$ cat config.mk
export PLATFORM = sky130hd
export DESIGN_NAME = exec_stage_flat
export DESIGN_NICKNAME = d
export VERILOG_FILES = /design/src/rtl/exec_stage_if.sv /design/src/rtl/exec_stage.sv /design/src/flat_wrapper.sv
export SDC_FILE = /design/constraint.sdc
export NUM_CORES = 1
export LEC_CHECK = 0
export CAP_MARGIN = 10
export CELL_PAD_IN_SITES_DETAIL_PLACEMENT = 1
export CELL_PAD_IN_SITES_GLOBAL_PLACEMENT = 1
export CORE_ASPECT_RATIO = 0.5
export CORE_MARGIN = 4
export CORE_UTILIZATION = 43
export DETAILED_ROUTE_END_ITERATION = 16
export PLACE_DENSITY_LB_ADDON = 0.1
export SLEW_MARGIN = 10
export SYNTH_ARGS = -nofsm -noshare
export SYNTH_HDL_FRONTEND = slang
export SYNTH_SLANG_ARGS = --single-unit
$ cat constraint.sdc
create_clock -name clk -period 4 [get_ports clk]
set_input_delay 0.4 -clock clk [delete_from_list [all_inputs] [get_ports clk]]
set_output_delay 0.4 -clock clk [all_outputs]
set_load 0.05 [all_outputs]
$ cat src/rtl/exec_stage_if.sv
// Handshake bus between decode, the execute stage and writeback.
// The slave modport is the execute stage; the master modport is its environment.
interface exec_stage_if #(
   parameter int WIDTH = 16,
   parameter int IMM_W = 6,
   parameter int RA_W  = 3
);
   logic             in_valid;
   logic             in_ready;
   logic [3:0]       op;
   logic [RA_W-1:0]  rd;
   logic [WIDTH-1:0] rs_val;
   logic [WIDTH-1:0] rt_val;
   logic [IMM_W-1:0] imm;
   logic             out_valid;
   logic             out_ready;
   logic [RA_W-1:0]  out_rd;
   logic [WIDTH-1:0] out_result;
   logic             out_we;
   logic             busy;

   modport slave (
      input  in_valid, op, rd, rs_val, rt_val, imm, out_ready,
      output in_ready, out_valid, out_rd, out_result, out_we, busy
   );

   modport master (
      output in_valid, op, rd, rs_val, rt_val, imm, out_ready,
      input  in_ready, out_valid, out_rd, out_result, out_we, busy
   );
endinterface

$ cat src/rtl/exec_stage.sv
// Registered execute stage: single-cycle ALU ops, bit-serial shifts, and a
// result held at a valid/ready output until writeback takes it.
module exec_stage #(
   parameter int WIDTH = 16,
   parameter int IMM_W = 6,
   parameter int RA_W  = 3
) (
   input logic         clk,
   input logic         reset,
   exec_stage_if.slave bus
);

   typedef enum logic [1:0] {
      IDLE  = 2'd0,
      SHIFT = 2'd1,
      HOLD  = 2'd2
   } state_t;

   localparam logic [3:0] OP_ADD  = 4'd0;
   localparam logic [3:0] OP_SUB  = 4'd1;
   localparam logic [3:0] OP_AND  = 4'd2;
   localparam logic [3:0] OP_OR   = 4'd3;
   localparam logic [3:0] OP_SLT  = 4'd4;
   localparam logic [3:0] OP_SLTI = 4'd5;
   localparam logic [3:0] OP_ADDI = 4'd6;
   localparam logic [3:0] OP_SLL  = 4'd7;
   localparam logic [3:0] OP_SRL  = 4'd8;

   state_t           state_r;
   logic [WIDTH-1:0] shreg_r;
   logic [3:0]       cnt_r;
   logic             shift_left_r;

   logic             accept_s;
   logic             xfer_out_s;
   logic [WIDTH-1:0] imm_ext_s;
   logic [WIDTH-1:0] alu_s;
   logic [WIDTH-1:0] shifted_s;
   logic [3:0]       amt_s;
   logic             is_shift_s;
   logic             we_s;

   assign bus.in_ready = (state_r == IDLE) || ((state_r == HOLD) && bus.out_ready);
   assign bus.busy     = (state_r != IDLE);
   assign accept_s     = bus.in_valid && bus.in_ready;
   assign xfer_out_s   = bus.out_valid && bus.out_ready;
   assign imm_ext_s    = {{(WIDTH-IMM_W){bus.imm[IMM_W-1]}}, bus.imm};
   assign amt_s        = bus.rt_val[3:0];
   assign is_shift_s   = (bus.op == OP_SLL) || (bus.op == OP_SRL);
   assign we_s         = (bus.op <= OP_SRL);

   // Result of the instruction currently offered; shifts here only cover amount 0.
   always_comb begin
      alu_s = {WIDTH{1'b0}};
      case (bus.op)
         OP_ADD:  alu_s = bus.rs_val + bus.rt_val;
         OP_SUB:  alu_s = bus.rs_val - bus.rt_val;
         OP_AND:  alu_s = bus.rs_val & bus.rt_val;
         OP_OR:   alu_s = bus.rs_val | bus.rt_val;
         OP_SLT:  alu_s = {{(WIDTH-1){1'b0}}, (bus.rs_val < bus.rt_val)};
         OP_SLTI: alu_s = {{(WIDTH-1){1'b0}}, (bus.rs_val < imm_ext_s)};
         OP_ADDI: alu_s = bus.rs_val + imm_ext_s;
         OP_SLL:  alu_s = bus.rs_val << amt_s;
         OP_SRL:  alu_s = bus.rs_val >> amt_s;
         default: alu_s = {WIDTH{1'b0}};
      endcase
   end

   // One-bit step of the serial shifter.
   always_comb begin
      if (shift_left_r) begin
         shifted_s = {shreg_r[WIDTH-2:0], 1'b0};
      end else begin
         shifted_s = {1'b0, shreg_r[WIDTH-1:1]};
      end
   end

   // Stage FSM and registered result outputs.
   always_ff @(posedge clk) begin
      if (reset) begin
         state_r        <= IDLE;
         shreg_r        <= {WIDTH{1'b0}};
         cnt_r          <= 4'd0;
         shift_left_r   <= 1'b0;
         bus.out_valid  <= 1'b0;
         bus.out_we     <= 1'b0;
         bus.out_rd     <= {RA_W{1'b0}};
         bus.out_result <= {WIDTH{1'b0}};
      end else begin
         case (state_r)
            IDLE, HOLD: begin
               // A HOLD accept implies out_ready, so the old result leaves on this edge.
               if (accept_s) begin
                  bus.out_rd <= bus.rd;
                  bus.out_we <= we_s;
                  if (is_shift_s && (amt_s != 4'd0)) begin
                     shreg_r       <= bus.rs_val;
                     cnt_r         <= amt_s;
                     shift_left_r  <= (bus.op == OP_SLL);
                     bus.out_valid <= 1'b0;
                     state_r       <= SHIFT;
                  end else begin
                     bus.out_result <= alu_s;
                     bus.out_valid  <= 1'b1;
                     state_r        <= HOLD;
                  end
               end else if (xfer_out_s) begin
                  bus.out_valid <= 1'b0;
                  state_r       <= IDLE;
               end else begin
                  state_r <= state_r;
               end
            end
            SHIFT: begin
               shreg_r <= shifted_s;
               cnt_r   <= cnt_r - 4'd1;
               if (cnt_r == 4'd1) begin
                  bus.out_result <= shifted_s;
                  bus.out_valid  <= 1'b1;
                  state_r        <= HOLD;
               end else begin
                  state_r <= SHIFT;
               end
            end
            default: begin
               bus.out_valid <= 1'b0;
               state_r       <= IDLE;
            end
         endcase
      end
   end

endmodule

$ cat src/flat_wrapper.sv
// flat-port wrapper written by rule: the top's interface ports become plain ports
module exec_stage_flat 
#(
   parameter int WIDTH = 16,
   parameter int IMM_W = 6,
   parameter int RA_W  = 3
)
  (clk, reset, bus_in_valid, bus_op, bus_rd, bus_rs_val, bus_rt_val, bus_imm, bus_out_ready, bus_in_ready, bus_out_valid, bus_out_rd, bus_out_result, bus_out_we, bus_busy);
  exec_stage_if #(.WIDTH(WIDTH), .IMM_W(IMM_W), .RA_W(RA_W)) bus_i ();
  input logic clk;
  input logic reset;
  input wire logic [$bits(bus_i.in_valid)-1:0] bus_in_valid;
  input wire logic [$bits(bus_i.op)-1:0] bus_op;
  input wire logic [$bits(bus_i.rd)-1:0] bus_rd;
  input wire logic [$bits(bus_i.rs_val)-1:0] bus_rs_val;
  input wire logic [$bits(bus_i.rt_val)-1:0] bus_rt_val;
  input wire logic [$bits(bus_i.imm)-1:0] bus_imm;
  input wire logic [$bits(bus_i.out_ready)-1:0] bus_out_ready;
  output wire logic [$bits(bus_i.in_ready)-1:0] bus_in_ready;
  output wire logic [$bits(bus_i.out_valid)-1:0] bus_out_valid;
  output wire logic [$bits(bus_i.out_rd)-1:0] bus_out_rd;
  output wire logic [$bits(bus_i.out_result)-1:0] bus_out_result;
  output wire logic [$bits(bus_i.out_we)-1:0] bus_out_we;
  output wire logic [$bits(bus_i.busy)-1:0] bus_busy;
  assign bus_i.in_valid = bus_in_valid;
  assign bus_i.op = bus_op;
  assign bus_i.rd = bus_rd;
  assign bus_i.rs_val = bus_rs_val;
  assign bus_i.rt_val = bus_rt_val;
  assign bus_i.imm = bus_imm;
  assign bus_i.out_ready = bus_out_ready;
  assign bus_in_ready = bus_i.in_ready;
  assign bus_out_valid = bus_i.out_valid;
  assign bus_out_rd = bus_i.out_rd;
  assign bus_out_result = bus_i.out_result;
  assign bus_out_we = bus_i.out_we;
  assign bus_busy = bus_i.busy;
  exec_stage #(.WIDTH(WIDTH), .IMM_W(IMM_W), .RA_W(RA_W)) u_core (.clk(clk), .reset(reset), .bus(bus_i));
endmodule
==> metrics.csv <==
stage,metric,value,unit
logic_synthesis,syn_area_per_cell,7.533,um2
logic_synthesis,synth_enable_flop_cells,0,
status,status,"finished, final reports clean",
finish,final_cells,1144,
logic_synthesis,syn_area,0.006674,mm2
logic_synthesis,netlist_instances,886,
finish,fillers,1860,
timing,post-route-min-period,3.543,ns
drt,wl,28.04,mm
power,seqPwrFrac,0.251,
critical_path,r2r_cells,7,
drt,postRouteAntennaNets,0,
clock_network,path_clk_slew,0.06,ns
power,pwr-share-comb,0.493,
logic_synthesis,yosysTopAreaCellShare,0.1575,
global_route,antenna_found_initial,0,
critical_path,critical_path_class,in2reg,
placed_design,portBuffers,71,
floorplanning,dieArea,0.01770,mm2
global_route,overflow,0,
logic_synthesis,synth-seq-cells,44,
logic_synthesis,yosys.area.top_type,ha_1,
logic_synthesis,synthTopCellsByArea,"ha_1 (16%), dfxtp_1 (13%), nand2_1 (6.6%)",
logic_synthesis,ys_seq_area_frac,0.1320,
critical_path,startpoint_type,input port,
global_route,grt_max_degree,42,
clock_network,cts_made_buffers,5,
timing,fin_skew,0.01400,ns
critical_path,rrSetupSlack,1.24,ns
timing,fin_hold_ws,0.4728,ns
power,ir_worst_vdd,0.1502,mV
finish,antennaDiodeCount,0,
power,p_sw_frac,0.4193,
drt,vias_per_cell,6.541,
global_route,grt_pass1_vias,7087,
clock_network,holdBufCountCts,0,
critical_path,critPathSlowestCell,nand4bb_1,
flow_run,drv_cap,0,
timing,grt_setup_unrepaired,no,
drt,drtPass1Iterations,5,
critical_path,endpoint_kind,register,
logic_synthesis,yosysUniqueCellTypes,78,
clock_network,clock_path_buffers,2,
placed_design,dp_hpwl,22.16,mm
timing,maxSlewHeadroom,0.4435,
critical_path,slowest_delay,0.44,ns
placed_design,gp_congestion,1.004,
clock_network,htree_levels,2,
drt,vias,7483,
floorplanning,dieHeight,96.10,um
timing,fmax,0.2822,GHz
global_route,grt.total_usage,0.3121,
power,p_switching,0.0008119,W
clock_network,cts_resized,0,
logic_synthesis,synthArstFlopShare,0,
logic_synthesis,synthFlopType,dfxtp_1,
critical_path,cp_max_fo,9,
timing,setup_viol,0,
floorplanning,fp.dieW,184.2,um
timing,tightestPinTransition,0.8328,ns
drt,drtIter0Drc,758,
finish,drive_gt1_frac,0.09619,
power,totalPowerFinal,0.001936,W
timing,finalHoldViolCount,0,
drt,post_drt_wl_per_cell,24.51,um
critical_path,cp_data_arrival_time,3.74,ns
floorplanning,std_cell_rows,31,
timing,setup_slack,0.4568,ns
clock_network,root_buffer,clkbuf_16,
power,p_leak,3.243,nW
critical_path,required,4.20,ns
timing,period_share,0.8858,
worst_hold_path,hp-class,reg2reg,
clock_network,post_cts_buffers,0,
timing,finalSetupTns,0,ns
worst_hold_path,min_to,u_core.shreg_r[15],
finish,final_nets,1080,
worst_hold_path,min_from,u_core.shreg_r[15],
logic_synthesis,synth_warnings,0,
critical_path,path_cells,"clkdlybuf4s50_1, nand4bb_1, mux2_2, ha_1, inv_1, fa_1, nand3b_1, a21oi_1, nor3_1, nor2_1, xor2_1, a22oi_1, a211oi_1",
global_route,grt_pass1_wl,42.72,mm
placed_design,post-place-ws,0.1932,ns
logic_synthesis,synth_nets,1021,
floorplanning,pin_count,72,
critical_path,r2r_start,u_core.state_r[1],
floorplanning,coreArea,0.01482,mm2
clock_network,numClockSinks,44,
clock_network,cts_tree,built,
power,clkPwrFrac,0.256,
timing,final_max_slew_viol_count,0,
drt,drc,0,
floorplanning,initial_core_util,0.4504,
power,p_per_area,247.8,mW/mm2
clock_network,clkLatencyLatePin,0.30,ns
worst_hold_path,hold_depth,2,
finish,area_growth,17.08,%
critical_path,r2r-end,u_core.bus.out_result[5],
placed_design,post-place-cells,1136,
power,p_int,0.001124,W
[registers in the layout (all words and copies together) (netlist names)]
| register | cells |
|---|---|
| u_core.shift_left_r | 1 |
| u_core.cnt_r | 4 |
| u_core.state_r | 2 |
| u_core.bus.out_valid | 1 |
| u_core.bus.out_rd | 3 |
| u_core.shreg_r | 16 |
| u_core.bus.out_we | 1 |
| u_core.bus.out_result | 16 |
[cells in the mapped netlist, types with 5 or more instances]
cell type / n
nand2_1: 117
ha_1: 84
inv_1: 69
nor2_1: 62
o21ai_0: 60
a21oi_1: 50
dfxtp_1: 44
clkbuf_1: 31
mux2i_1: 25
nor3_1: 21
a211oi_1: 18
a221oi_1: 18
mux2_2: 18
nand3_1: 16
mux4_2: 15
o211ai_1: 14
xnor2_1: 14
a21o_1: 12
buf_2: 12
o2111ai_1: 11
o22ai_1: 11
nand2b_1: 10
nor2b_1: 10
xor2_1: 9
a311oi_1: 8
a31oi_1: 8
o31ai_1: 7
a22oi_1: 6
o21a_1: 6
o21ai_1: 6
buf_1: 5
nand4_1: 5
[power groups by stage]
stage          Clock, W  Combinational [W]  Sequential [W]
2_1_floorplan         0           0.000529        0.000553
3_3_place_gp          0           0.000908        0.000495
3_5_place_dp          0           0.000926        0.000495
4_1_cts        0.000500           0.000931        0.000485
5_1_grt        0.000524            0.00102        0.000488
6_report       0.000497           0.000954        0.000485
[cell type report]
class | instances | area [um2] | share of cell area
inverters | 71 | 266.5 | 0.03411
clock buffers | 5 | 125.1 | 0.01601
clock inverters | 3 | 46.29 | 0.005925
multi-input cells | 717 | 5271 | 0.6746
well taps | 198 | 247.7 | 0.03171
repair buffers | 106 | 975.9 | 0.1249
flip-flops and latches | 44 | 880.8 | 0.1127
[critical path: cells and delay by family]
family | cells | cell delay (ns)
AND/OR/NAND/NOR | 4 | 1.00
XOR/XNOR | 1 | 0.24
adder cells (fa/ha/maj) | 2 | 0.57
AO/OA/AOI/OAI | 3 | 0.70
buffers and inverters | 2 | 0.46
multiplexers | 1 | 0.35
[cells by family (layout without fill, tap and decap cells)]
kind of cell,after synthesis,in the layout,share of synthesized area
adder cells (fa/ha/maj),86,86,0.1635
AND/OR/NAND/NOR,273,273,0.1882
multiplexers,62,62,0.1252
XOR/XNOR,23,23,0.03018
buffers and inverters,125,185,0.07818
AO/OA/AOI/OAI,273,273,0.2827
flip-flops,44,44,0.1320
[per-layer routing]
metal	vias up	global-route usage	part of all wire
li1	3362	-	-
met1	3675	0.4739	0.46
met2	407	0.4519	0.40
met3	39	0.06720	0.12
met4	0	0.05720	0.015
met5	-	0	0
[worst max-delay path by stage]
stage | depth (start not counted) | slack [ns] | end | from
2_1_floorplan | 12 | 0.96 | u_core.bus.out_result[11] | bus_op[3]
3_3_place_gp | 13 | 0.26 | u_core.bus.out_result[11] | bus_op[3]
3_5_place_dp | 13 | 0.19 | u_core.bus.out_result[11] | bus_op[3]
4_1_cts | 13 | 0.48 | u_core.bus.out_result[11] | bus_op[3]
5_1_grt | 13 | 0.21 | u_core.bus.out_result[11] | bus_op[3]
6_report | 13 | 0.46 | u_core.bus.out_result[10] | bus_op[3]
[through the flow]
step / cell area [um2] / util
final: 7814 / 0.5274
after global routing: 7814 / 0.5274
after CTS: 7814 / 0.5274
after detailed placement: 7642 / 0.5158
after global placement: 7642 / 0.5158
after floorplan: 6674 / -
[placed cells by master, fill, tap and decap left out, types with 21 or more instances in the layout]
cell             instances
inv_1                   69
dfxtp_1                 44
a21oi_1                 50
nand2_1                117
o21ai_0                 60
buf_4                   34
clkdlybuf4s50_1         69
nor2_1                  62
nor3_1                  21
mux2i_1                 25
ha_1                    84
Power figures use the tool's default switching activity.
==> RTL edit: new RTL, config.mk and constraints unchanged <==
Encoding of `state_t`: now one-hot (3 bits for 3 states).
--- a/src/rtl/exec_stage.sv
+++ b/src/rtl/exec_stage.sv
@@ -12,6 +12,6 @@
 
-   typedef enum logic [1:0] {
-      IDLE  = 2'd0,
-      SHIFT = 2'd1,
-      HOLD  = 2'd2
+   typedef enum logic [2:0] {
+      IDLE  = 3'b001,
+      SHIFT = 3'b010,
+      HOLD  = 3'b100
    } state_t;
Behaviour: no difference found for any inputs over 10 cycles, from zero or initial values and one cycle with reset high; not proved beyond that.
==> RTL edit against the original RTL <==
- setup slack got worse by 0.14 ns
- synthesized cell count is 1.9% lower
- area after synthesis fell by 0.62%
- combinational power is 2% higher
- design area up 1.4%
- total power is 4.1% higher
- sequential cell count increased by 1
- largest cell class unchanged
- routed wire length up 3.0%
- critical path type unchanged
==> RTL edit: results (changes against the original RTL) <==
.. list-table::
   :header-rows: 1

   * - Metric
     - Value
   * - Slowest-stage cell, CP
     - sky130_fd_sc_hd__clkdlybuf4s50_1
   * - Sequential fraction of the synthesis area
     - 0.136 (+0.00384)
   * - Pre-CTS worst setup slack
     - 0.0745 ns (-0.119 ns)
   * - First-pass GRT wire length
     - 43900 um (+2.8%)
   * - Count of warnings emitted by yosys
     - 0 (unchanged)
   * - DR vias
     - 7314 (-2.3%)
   * - DPL Wire Length
     - 22900 um (+3.1%)
   * - Fill count
     - 1833 (-1.5%)
   * - Cells taking the most area after synthesis
     - sky130_fd_sc_hd__ha_1 16%, sky130_fd_sc_hd__dfxtp_1 14%, sky130_fd_sc_hd__mux2i_1 6.6%
   * - Peak supply drop
     - 0.222 mV (+48%)
   * - Violation count after the first detailed-routing iteration
     - 842 (+11%)
   * - Worst Path Max Fanout
     - 20 (+11)
   * - Synth cell count leaders
     - 102 x sky130_fd_sc_hd__nand2_1, 84 x sky130_fd_sc_hd__ha_1, 80 x sky130_fd_sc_hd__nor2_1
   * - Net count after synthesis
     - 1004 (-1.7%)
   * - GRT Resource Usage Total
     - 0.328 (+0.0155)
   * - Top flip-flop cell by instance count after synthesis
     - sky130_fd_sc_hd__dfxtp_1
   * - Register-to-Register Setup Slack
     - 1.18 ns (-0.06 ns)
   * - Depth of the CTS H-tree
     - 2 (unchanged)
   * - Max Clock Freq
     - 0.271 GHz (-3.8%)
   * - CP Data Arrival Time
     - 3.85 ns (+0.11 ns)
   * - Delay-heaviest family, CP
     - compound AO/OA/AOI/OAI gates
   * - GP Congestion
     - 0.981 (-2.3%)
   * - Fraction of layout cells with a size suffix above 1
     - 0.113 (+0.0169)
   * - Number of search-and-repair iterations in the first detailed-routing pass
     - 7 (+2)
   * - Total detailed-routing wirelength
     - 28900 um (+3.0%)
   * - Yosys cell types
     - 82 (+5.1%)
   * - Least-Margin Pin Slew
     - 0.991 ns (+0.158 ns)
   * - Worst setup skew after layout
     - 0.00523 ns (-0.00877 ns)
   * - Clock-pin slew on the worst setup and hold paths
     - around 0.070 ns
   * - Max incr delay on CP
     - 0.42 ns (-0.02 ns)
   * - Worst hold margin
     - 0.464 ns (-0.00848 ns)
   * - Outcome
     - finished, final reports clean
   * - Largest net degree at the start of global routing
     - 41 (-2.4%)
   * - Static Leakage
     - 3.28 nW (+1.0%)
   * - # nets final
     - 1080 (unchanged)
## RTL edit: routing by layer
metal | part of all wire | track usage
met1 | 0.47 | 0.472
met2 | 0.39 | 0.476
met3 | 0.13 | 0.114
met4 | 0.015 | 0.0551
met5 | 0 | 0
## RTL edit: final timing paths
check / cells past startpoint / start / to
max: 14 / bus_op[3] / u_core.bus.out_result[13]
min: 2 / u_core.bus.out_result[5] / u_core.bus.out_result[5]
max reg2reg: 5 / u_core.state_r[1] / u_core.bus.out_result[11]
min reg2reg: 2 / u_core.bus.out_result[5] / u_core.bus.out_result[5]
## RTL edit: cell type report
class,instances,area share
inverters,66,0.0313
flip-flops and latches,45,0.114
clock inverters,3,0.00868
multi-input cells,708,0.665
repair buffers,119,0.134
clock buffers,5,0.0158
well taps,198,0.0313
## RTL edit: where the power goes
part | switching, W | internal [W]
combinational | 0.000597 | 0.000374
clock | 0.000190 | 0.000360
sequential | 0.0000215 | 0.000473
## RTL edit: metrics by stage
step | instance area, um^2 | cells | total power (W)
finish | 7930 | 1144 | 0.00202
global placement | 7730 | 1136 | 0.00142
global route | 7930 | 1144 | 0.00211
CTS | 7930 | 1144 | 0.00199
detailed placement | 7730 | 1136 | 0.00144
floorplan | 6630 | 869 | 0.00108
## RTL edit: cell families after synthesis
group / synth area share
AO/OA/AOI/OAI: 0.258
XOR/XNOR: 0.0304
adder cells (fa/ha/maj): 0.164
buffers and inverters: 0.0706
flip-flops: 0.136
multiplexers: 0.145
AND/OR/NAND/NOR: 0.196
## RTL edit: worst register-to-register path, cell delays in order (launching register included)
cell,delay (ns)
sky130_fd_sc_hd__dfxtp_1,0.48
sky130_fd_sc_hd__or3b_1,0.65
sky130_fd_sc_hd__o22a_1,0.52
sky130_fd_sc_hd__or4_1,0.67
sky130_fd_sc_hd__a221oi_1,0.29
sky130_fd_sc_hd__nor3_1,0.08
